--- src/rtl/fifo_serializer_pkg.sv ---
// Shared types and sizing helpers for the FIFO word serializer.
// Imported by the serializer top.
package fifo_serializer_pkg;

    typedef enum logic [1:0] {
        IDLE      = 2'd0,
        WAIT_DATA = 2'd1,
        SEND      = 2'd2
    } state_e;

    function automatic int beats_of(input int ww, input int bw);
        return ww / bw;
    endfunction

    function automatic int cnt_width(input int ww, input int bw);
        return ((ww / bw) > 1) ? $clog2(ww / bw) : 1;
    endfunction

endpackage

--- src/rtl/fifo_word_serializer.sv ---
// Pops words from a FIFO read port and emits them as narrower
// valid/ready beats; supports FWFT and registered-read FIFOs.
module fifo_word_serializer
    import fifo_serializer_pkg::*;
#(
    parameter int WORD_WIDTH = 32,
    parameter int BEAT_WIDTH = 8,
    parameter int FWFT       = 0,
    parameter int MSB_FIRST  = 0
) (
    input  logic                  clk_i,
    input  logic                  rst_n_i,
    input  logic                  clk_en_i,
    input  logic [WORD_WIDTH-1:0] fifo_rd_data_i,
    input  logic                  fifo_empty_i,
    output logic                  fifo_read_o,
    output logic [BEAT_WIDTH-1:0] data_o,
    output logic                  valid_o,
    output logic                  last_o,
    input  logic                  ready_i,
    output logic                  busy_o
);

    localparam int BEATS = beats_of(WORD_WIDTH, BEAT_WIDTH);
    localparam int CW    = cnt_width(WORD_WIDTH, BEAT_WIDTH);
    localparam logic [CW-1:0] LAST_CNT = CW'(BEATS - 1);

    if (((WORD_WIDTH % BEAT_WIDTH) != 0) || (BEATS < 2)) begin : g_bad_cfg
        $error("fifo_word_serializer: bad WORD_WIDTH/BEAT_WIDTH");
    end

    state_e                state_q, state_d;
    logic [WORD_WIDTH-1:0] shreg_q, shreg_d;
    logic [CW-1:0]         cnt_q, cnt_d;
    logic                  xfer;
    logic                  is_last;

    assign is_last = (cnt_q == LAST_CNT);
    assign valid_o = (state_q == SEND);
    assign last_o  = valid_o & is_last;
    assign busy_o  = (state_q != IDLE);
    assign xfer    = clk_en_i & valid_o & ready_i;

    // Read-out end is the low beat for LSB-first, the high beat otherwise.
    assign data_o = (MSB_FIRST != 0) ? shreg_q[WORD_WIDTH-1 -: BEAT_WIDTH]
                                     : shreg_q[BEAT_WIDTH-1:0];

    always_comb begin
        state_d     = state_q;
        shreg_d     = shreg_q;
        cnt_d       = cnt_q;
        fifo_read_o = 1'b0;
        unique case (state_q)
            IDLE: begin
                if (clk_en_i && !fifo_empty_i) begin
                    fifo_read_o = 1'b1;
                    if (FWFT != 0) begin
                        shreg_d = fifo_rd_data_i;
                        cnt_d   = '0;
                        state_d = SEND;
                    end else begin
                        state_d = WAIT_DATA;
                    end
                end
            end
            WAIT_DATA: begin
                if (clk_en_i) begin
                    shreg_d = fifo_rd_data_i;
                    cnt_d   = '0;
                    state_d = SEND;
                end
            end
            SEND: begin
                if (xfer) begin
                    if (!is_last) begin
                        shreg_d = (MSB_FIRST != 0) ? (shreg_q << BEAT_WIDTH)
                                                   : (shreg_q >> BEAT_WIDTH);
                        cnt_d   = cnt_q + 1'b1;
                    end else if (!fifo_empty_i) begin
                        // Back-to-back: pop the next word on the last beat.
                        fifo_read_o = 1'b1;
                        if (FWFT != 0) begin
                            shreg_d = fifo_rd_data_i;
                            cnt_d   = '0;
                        end else begin
                            state_d = WAIT_DATA;
                        end
                    end else begin
                        state_d = IDLE;
                    end
                end
            end
            default: state_d = IDLE;
        endcase
    end

    always_ff @(posedge clk_i or negedge rst_n_i) begin
        if (!rst_n_i) begin
            state_q <= IDLE;
            shreg_q <= '0;
            cnt_q   <= '0;
        end else if (clk_en_i) begin
            state_q <= state_d;
            shreg_q <= shreg_d;
            cnt_q   <= cnt_d;
        end
    end

endmodule

--- config.mk ---
export PLATFORM = sky130hd
export DESIGN_NAME = fifo_word_serializer
export DESIGN_NICKNAME = d
export VERILOG_FILES = /design/src/rtl/fifo_serializer_pkg.sv /design/src/rtl/fifo_word_serializer.sv
export SDC_FILE = /design/constraint.sdc
export NUM_CORES = 1
export LEC_CHECK = 0
export ABC_AREA = 1
export CAP_MARGIN = 20
export CORE_ASPECT_RATIO = 1.5
export CORE_MARGIN = 2
export CORE_UTILIZATION = 53
export DETAILED_ROUTE_END_ITERATION = 8
export PLACE_DENSITY_LB_ADDON = 0.2
export SLEW_MARGIN = 5
export SYNTH_ARGS = -nofsm -noshare
export SYNTH_HDL_FRONTEND = slang
export SYNTH_SLANG_ARGS = --single-unit
--- constraint.sdc ---
create_clock -name clk_i -period 3.25 [get_ports clk_i]
set_input_delay 0.325 -clock clk_i [delete_from_list [all_inputs] [get_ports clk_i]]
set_output_delay 0.325 -clock clk_i [all_outputs]
set_load 0.005 [all_outputs]
==> results.md, run 1 <==
- The required time of the critical path is 3.42 ns.
- The final worst-path setup slack is 1.021 ns.
- Row generation in the floorplan step produced 27 rows.
- The maximum clock path buffer count is 2.
- Summing every instance area after synthesis gives 0.001964 sq mm.
- Clock-pin slew was measured on the worst setup and hold paths at 0.07 ns.
- The number of synthesis warnings is 0.
- The clock arrives with 0.004872 ns of skew.
- The clock drives 36 sinks.
- The worst pin sits at a relative slew slack of 41.14%.
- Setup violations remaining at the end of the flow were counted as 0.
- For this block, the via count after detailed routing is 1,782.
- The detailed-router iteration count before antenna repair is 5.
- Gates resized during post-CTS repair numbered 0.
- The initial antenna violation count is 0.
- Ranked by total cell area, the synthesized netlist is headed by sky130_fd_sc_hd__dfrtp_1 (46%), sky130_fd_sc_hd__nand2_1 (28%), sky130_fd_sc_hd__nand3_1 (9.4%), sky130_fd_sc_hd__buf_4 (4.6%), sky130_fd_sc_hd__buf_2 (2.8%).
- In this run the critical register-to-register path is launched from state_q[1].
- In the routed layout, each cell is associated on average with a via count of 4.978.
- The class of the tightest hold or removal check is primary input to async pin.
- The total number of H-tree levels is 2.
- The critical path starts at state_q[1].
- The combined global-route utilization of all metal layers is 21.70%.
- The total area inside the core boundary comes to 0.003615 sq mm.
- The leakage power summed over all cells is 0.001355 uW.
- At the end of the flow, the number of nets in the layout was 352.
- After synthesis, the most frequently instantiated cells are sky130_fd_sc_hd__nand2_1 (145), sky130_fd_sc_hd__nand3_1 (37), sky130_fd_sc_hd__dfrtp_1 (36).
- The footprint of the flip-flops and latches is 900.9 sq um.
- The post-synth net total is 318.
- Walking the worst path, the cells encountered are o21ai_4, nand2_2, nand2_1, nand2_1.
- The max-slew violation count is 0.
- The multi-input gate area in the final layout is 858.3 sq um.
- The buffers plus inverters on the worst setup path is 0.
- The share of synthesized area occupied by flip-flops and latches is 45.86%.
- The routed length on met1 is 1780 microns.
- The final total negative setup slack is 0 ns.
- The share of the synthesized area in the top cell type is 45.86%.
- The wire length on met3 is 194 microns.
- The later pin in the worst-skew pair is clocked with a latency of 0.28 ns.
- After detailed routing, the average wire length per cell comes to 11.34 microns.
- The post-synthesis async set-or-reset flop share is 100.0%.
- 49 I/O pins were placed.
- The die is 78.56 microns tall.
- The number of maximum-capacitance violations is 0.
- In this run, synthesis inferred 0 flip-flops with an integrated enable.
- VDD sags by at most 609.9 uV.
- The number of global-route vias before repair is 1,641.
- The smallest clock period supported by the final layout is computed as 2.229 ns.
- Setup repair after global routing left no endpoint under its margin.
- The commonest register cell after synthesis is sky130_fd_sc_hd__dfrtp_1.
- Input and output buffers added on the ports amount to 48.
- The repair_antennas step left the layout with diodes totalling 0.
- For this run, design rule violations remaining after detail routing come to 0.
- The achievable frequency is 448.6 MHz.
- The share of the cycle needed by the critical path after routing is 68.60%.
- The root buffer cell chosen for the clock tree is sky130_fd_sc_hd__clkbuf_8.
- Of all nets on the critical path, the largest fanout is 35.
- The area growth from synthesis to layout is 26.75%.
- On the worst path, the slowest cell contributes a delay of 0.75 ns.
- At the pin with the least slew margin, the transition time is 0.8795 ns.
- The floorplan step defined a die boundary enclosing 0.004219 sq mm.
- The run finished with clean final reports.
- The most numerous cell type found on the critical path is sky130_fd_sc_hd__nand2_1.
- The count of nets left with antenna violations once routing finished came out at 0.
- The worst setup path category is flip-flop to flip-flop.
- In this run, CTS created clock tree buffers numbering 5.
- The first global-routing pass estimated 6872 microns of wire.
- The layout has 330 filler cells.
- Data on the critical path arrives at its endpoint at 2.40 ns.
- The HPWL after detailed placement is 2527 microns.
- The total of flip-flops plus latches after synthesis is 36.
- The highest metal layer with signal wires is met4.
- The total congestion overflow after global routing is 0.
- The number of endpoints with negative hold slack in the final report was 0.
- The initial cell density of the core is 54.34%.
- The total cell area at the placement stage is 0.002364 sq mm.
- The synthesized area per cell is 7.016 sq um.
- The post-CTS repair timing setup buffer count is 0.
- The routed length on met2 is 2018 microns.
- The dominant delay contributor by cell family on the critical path is simple AND/OR/NAND/NOR gates.
- The clock tree from TritonCTS is done.
- At the end of routability-driven placement, the weighted congestion stood at 0.7277.
- STA classifies the critical path startpoint as a flip-flop.
- The overall die width is 53.71 microns.
- The number of distinct library cells after synthesis is 16.
- Entering global routing, the biggest net connects 37 pins.
- By instance count, the leading cell after synthesis is sky130_fd_sc_hd__nand2_1.
- The largest individual stage delay along the critical path comes from the cell sky130_fd_sc_hd__o21ai_4.
- The violation count after the first detailed-route iteration is 67.
- The worst setup path is captured at a flip-flop.
- The count of hold-fix buffers inserted at cts is 0.
- The biggest area contributor in the post-synthesis netlist is sky130_fd_sc_hd__dfrtp_1.
- The total detailed-routing wirelength is 4059 microns.
- The power per standard cell area is 799.7 mW/mm^2.
- In the synthesized netlist, the number of instances is 280.
- Prior to clock tree synthesis, the placed netlist has a worst setup slack of 1.021 ns.
- The register-to-register setup slack is 1.02 ns.
- After routing the design area is 0.002490 sq mm.
- The share of layout cells above drive strength 1 is 5.714%.
[placed cells by master (no fill, tap or decap), drive strengths merged]
| cell type | netlist | final |
|---|---|---|
| clkbuf | 0 | 7 |
| nand2 | 147 | 147 |
| nor2 | 15 | 15 |
| o21bai | 1 | 1 |
| nand3 | 38 | 38 |
| o21ai | 2 | 2 |
| inv | 16 | 16 |
| bufinv | 0 | 1 |
| a31oi | 1 | 1 |
| ha | 1 | 1 |
| clkdlybuf4s50 | 0 | 47 |
| buf | 23 | 3 |
| dfrtp | 36 | 36 |
[registers in the layout, indices dropped and copies added, names as in the netlist]
| signal | flops |
|---|---|
| shreg_q | 32 |
| cnt_q | 2 |
| state_q | 2 |
[final timing paths]
kind,cells after the start,end
max in group asynchronous,1,shreg_q[22]
worst max register to register,4,shreg_q[23]
worst min-delay path,1,shreg_q[9]
worst min register to register,2,shreg_q[0]
worst max-delay path,4,shreg_q[23]
min in group clk_i,2,shreg_q[0]
[cell families after synthesis]
logic type               synth area share, %
AO/OA/AOI/OAI                          1.784
adder cells (fa/ha/maj)               0.6368
buffers and inverters                  10.45
flip-flops                             45.86
AND/OR/NAND/NOR                        41.27
[cell type report]
cell class                      instances  area share, %
Inverter                               16          2.412
Clock inverter                          1          1.206
Tap cell                               43          2.161
Sequential cell                        36          36.18
Multi-Input combinational cell        205          34.47
Clock buffer                            7          3.869
Timing Repair Buffer                   50          19.70
[report_power, final]
part | internal, uW | switching [uW]
combinational | 330 | 481
sequential | 641 | 113
clock | 271 | 155
[per-layer routing]
metal	vias to the layer above	global-route usage, %
met3	7	3.992
met4	0	8.462
met2	54	37.56
li1	917	-
met1	804	25.31
met5	-	0
[metrics by stage]
step                std cells  utilization [%]  total power, uW  hold slack, ns
global route              358            68.88             2174          0.1828
finish                    358            68.88             1991          0.1214
floorplan                 280                -             1375         0.02941
detailed placement        350            65.39             1580          0.4518
CTS                       358            68.88             2013          0.1499
global placement          350            65.39             1560          0.4528
Power figures use the tool's default switching activity.
==> run 2: changes to the inputs <==
--- a/config.mk
+++ b/config.mk
@@ -9,7 +9,7 @@
 export CAP_MARGIN = 20
 export CORE_ASPECT_RATIO = 1.5
 export CORE_MARGIN = 2
-export CORE_UTILIZATION = 53
+export CORE_UTILIZATION = 49
 export DETAILED_ROUTE_END_ITERATION = 8
 export PLACE_DENSITY_LB_ADDON = 0.2
 export SLEW_MARGIN = 5
==> constraint.sdc (replaced) <==
create_clock -name clk_i -period 2.2 [get_ports clk_i]
set_input_delay 0.22 -clock clk_i [delete_from_list [all_inputs] [get_ports clk_i]]
set_output_delay 0.22 -clock clk_i [all_outputs]
set_load 0.005 [all_outputs]
==> results.md, run 2 (synthesis gave the netlist of run 1 again) <==
- The area growth from synthesis to layout is 26.31%.
- Power spread over the standard cell area amounts to 1142 mW/mm^2.
- The HPWL after detailed placement is 2656 microns.
- The max-slew violation count came to 0.
- STA puts the critical path data required time at 1.98 ns.
- In the routed layout, each cell is associated on average with a via count of 4.843.
- The class of the tightest hold or removal check is primary input to async pin.
- After detailed routing, the number of remaining DRC violations is 0.
- The number of primary I/O pins is 49.
- Clock tree synthesis selected as its root buffer the cell sky130_fd_sc_hd__clkbuf_8.
- Setup repair after global routing left no endpoint under its margin.
- Summing internal, switching and leakage power gives 2833 uW.
- The pre-antenna-repair detailed-routing pass consisted of 4 iterations.
- For this run, the top clock speed supported by timing is 527.0 MHz.
- The region available for standard cell placement spans 0.003889 sq mm.
- The run finished with clean final reports.
- The first-pass GRT wire length is 7065 microns.
- The source of the worst register-to-register timing path is cnt_q[0].
- Detailed routing inserted a total of 1,758 vias.
- The worst path arrival time is 1.68 ns.
- The worst setup path startpoint is state_q[1].
- The largest registers in the layout are shreg_q x32, cnt_q x2, state_q x2.
- The final critical path takes up 86.26% of the cycle.
- The clock drives 36 sinks.
- The final total negative setup slack is 0 ns.
- The number of global-route vias before repair came to 1,677.
- Between clock sinks in the finished design, the worst skew comes to 0.006023 ns.
- The post-CTS repair timing setup buffer count is 0.
- In the layout the commonest cells are sky130_fd_sc_hd__nand2_1 (145), sky130_fd_sc_hd__clkdlybuf4s50_1 (47), sky130_fd_sc_hd__nand3_1 (37), sky130_fd_sc_hd__dfrtp_1 (36).
- In this run the tightest slew margin relative to its limit is 47.28%.
- The average routed wire per standard cell is 11.52 microns.
- After layout, the minimum clock period comes to 1.898 ns.
- The clock slew seen by the registers of the worst setup and hold paths is 0.07 ns.
- The total congestion overflow after global routing is 0.
- Along the worst path, the maximum fanout reaches 7.
- The number of placement rows is 28.
- The number of input and output port buffers inserted is 48.
- The H-tree generated during clock tree synthesis spans 2 levels.
- The setup path with the least slack is of type flip-flop to primary output.
- The die covers 0.004542 sq mm.
- The final antenna-violating net count is 0.
- The number of endpoints with negative hold slack in the final report is 0.
- The clock latency on the worst-skew pair is 0.28 ns.
- STA classifies the critical path startpoint as a flip-flop.
- The filler cell count is 346.
- The initial antenna violation count was 0.
- The number of maximum-capacitance violations is 0.
- For the pin with the worst max-slew slack, the measured transition is 0.7909 ns.
- Entering global routing, the biggest net connects 37 pins.
- In this run the deepest clock path goes through 2 buffers.
- The overall die width is 55.70 microns.
- The count of hold-fix buffers inserted at cts is 0.
- The weighted congestion reported at the end of routability-driven placement is 0.7108.
- Setup slack on the worst reg-to-reg path comes out at 0.56 ns.
- The number of setup violations in the final report is 0.
- The cell with the largest stage delay on the worst path is sky130_fd_sc_hd__clkdlybuf4s50_1.
- For this run, the share of the core covered by cells in the final layout is 63.80%.
- The post-route cell area is 0.002481 sq mm.
- The leakage power summed over all cells is 0.001356 uW.
- Global routing used 19.49% of the available tracks.
- The violation count after the first detailed-route iteration is 94.
- The flip-flop count of the largest register after layout is 32.
- The die is 81.55 microns tall.
- TritonCTS built the clock tree.
- shreg_q holds more flip-flops than any other register.
- For this run, the slowest stage of the critical path takes 0.54 ns.
- The CTS buffer count is 5.
- The routed design has 4183 microns of wire.
- 0 antenna diodes ended up in the layout.
- The share of layout cells above drive strength 1 is 6.604%.
- The endpoint type of the worst setup path is a primary output.
- Traced cell by cell, the critical path runs through inv_1, nor2_2, clkdlybuf4s50_1.
- The most common cell after layout, fill and taps aside is sky130_fd_sc_hd__nand2_1.
- The total cell area at the placement stage is 0.002389 sq mm.
- The worst-case IR drop observed on VDD is 725.7 uV.
- The count of instances resized after the clock tree is built is 0.
- The final net count is 355.
- Once the floorplan was initialized, standard cells occupied 50.51% of the core.
## run 2: cell type report
type	count	area, sq um	area share, %
Clock buffer	6	82.58	3.328
Sequential cell	36	900.9	36.31
Tap cell	45	56.30	2.269
Multi-Input combinational cell	205	858.3	34.59
Inverter	16	60.06	2.421
Timing Repair Buffer	53	513.0	20.68
Clock inverter	2	10.01	0.4034
## run 2: final timing paths
kind | end | depth (start not counted)
max reg2reg | shreg_q[13] | 7
min | shreg_q[1] | 1
min reg2reg | shreg_q[0] | 2
min in group clk_i | shreg_q[0] | 2
max | valid_o | 3
max in group asynchronous | shreg_q[24] | 1
## run 2: power by group
part           switching [uW]  internal [uW]
Clock                     227            250
Sequential                170            947
Combinational             723            516
## run 2: routing by layer
| metal | wire length [microns] | GRT usage [%] |
|---|---|---|
| met1 | 1781 | 22.78 |
| met2 | 2163 | 35.36 |
| met3 | 201 | 3.465 |
| met4 | 36 | 7.805 |
| met5 | 0 | 0 |
## run 2: critical path, delay by kind of cell, from the launching register on
kind                   cells  cell delay, ns
buffers and inverters      2            0.68
and+or+nand+nor            1            0.19
DFF                        1            0.53
## run 2: metrics by stage
step           setup WS, ns  hold slack, ns  std cells
6_report             0.3023         0.01917        363
5_1_grt              0.2387         0.09785        363
4_1_cts              0.2949         0.04695        363
3_5_place_dp         0.4743          0.3565        355
3_3_place_gp         0.5030          0.3596        355
2_1_floorplan        0.8673        -0.07559        280
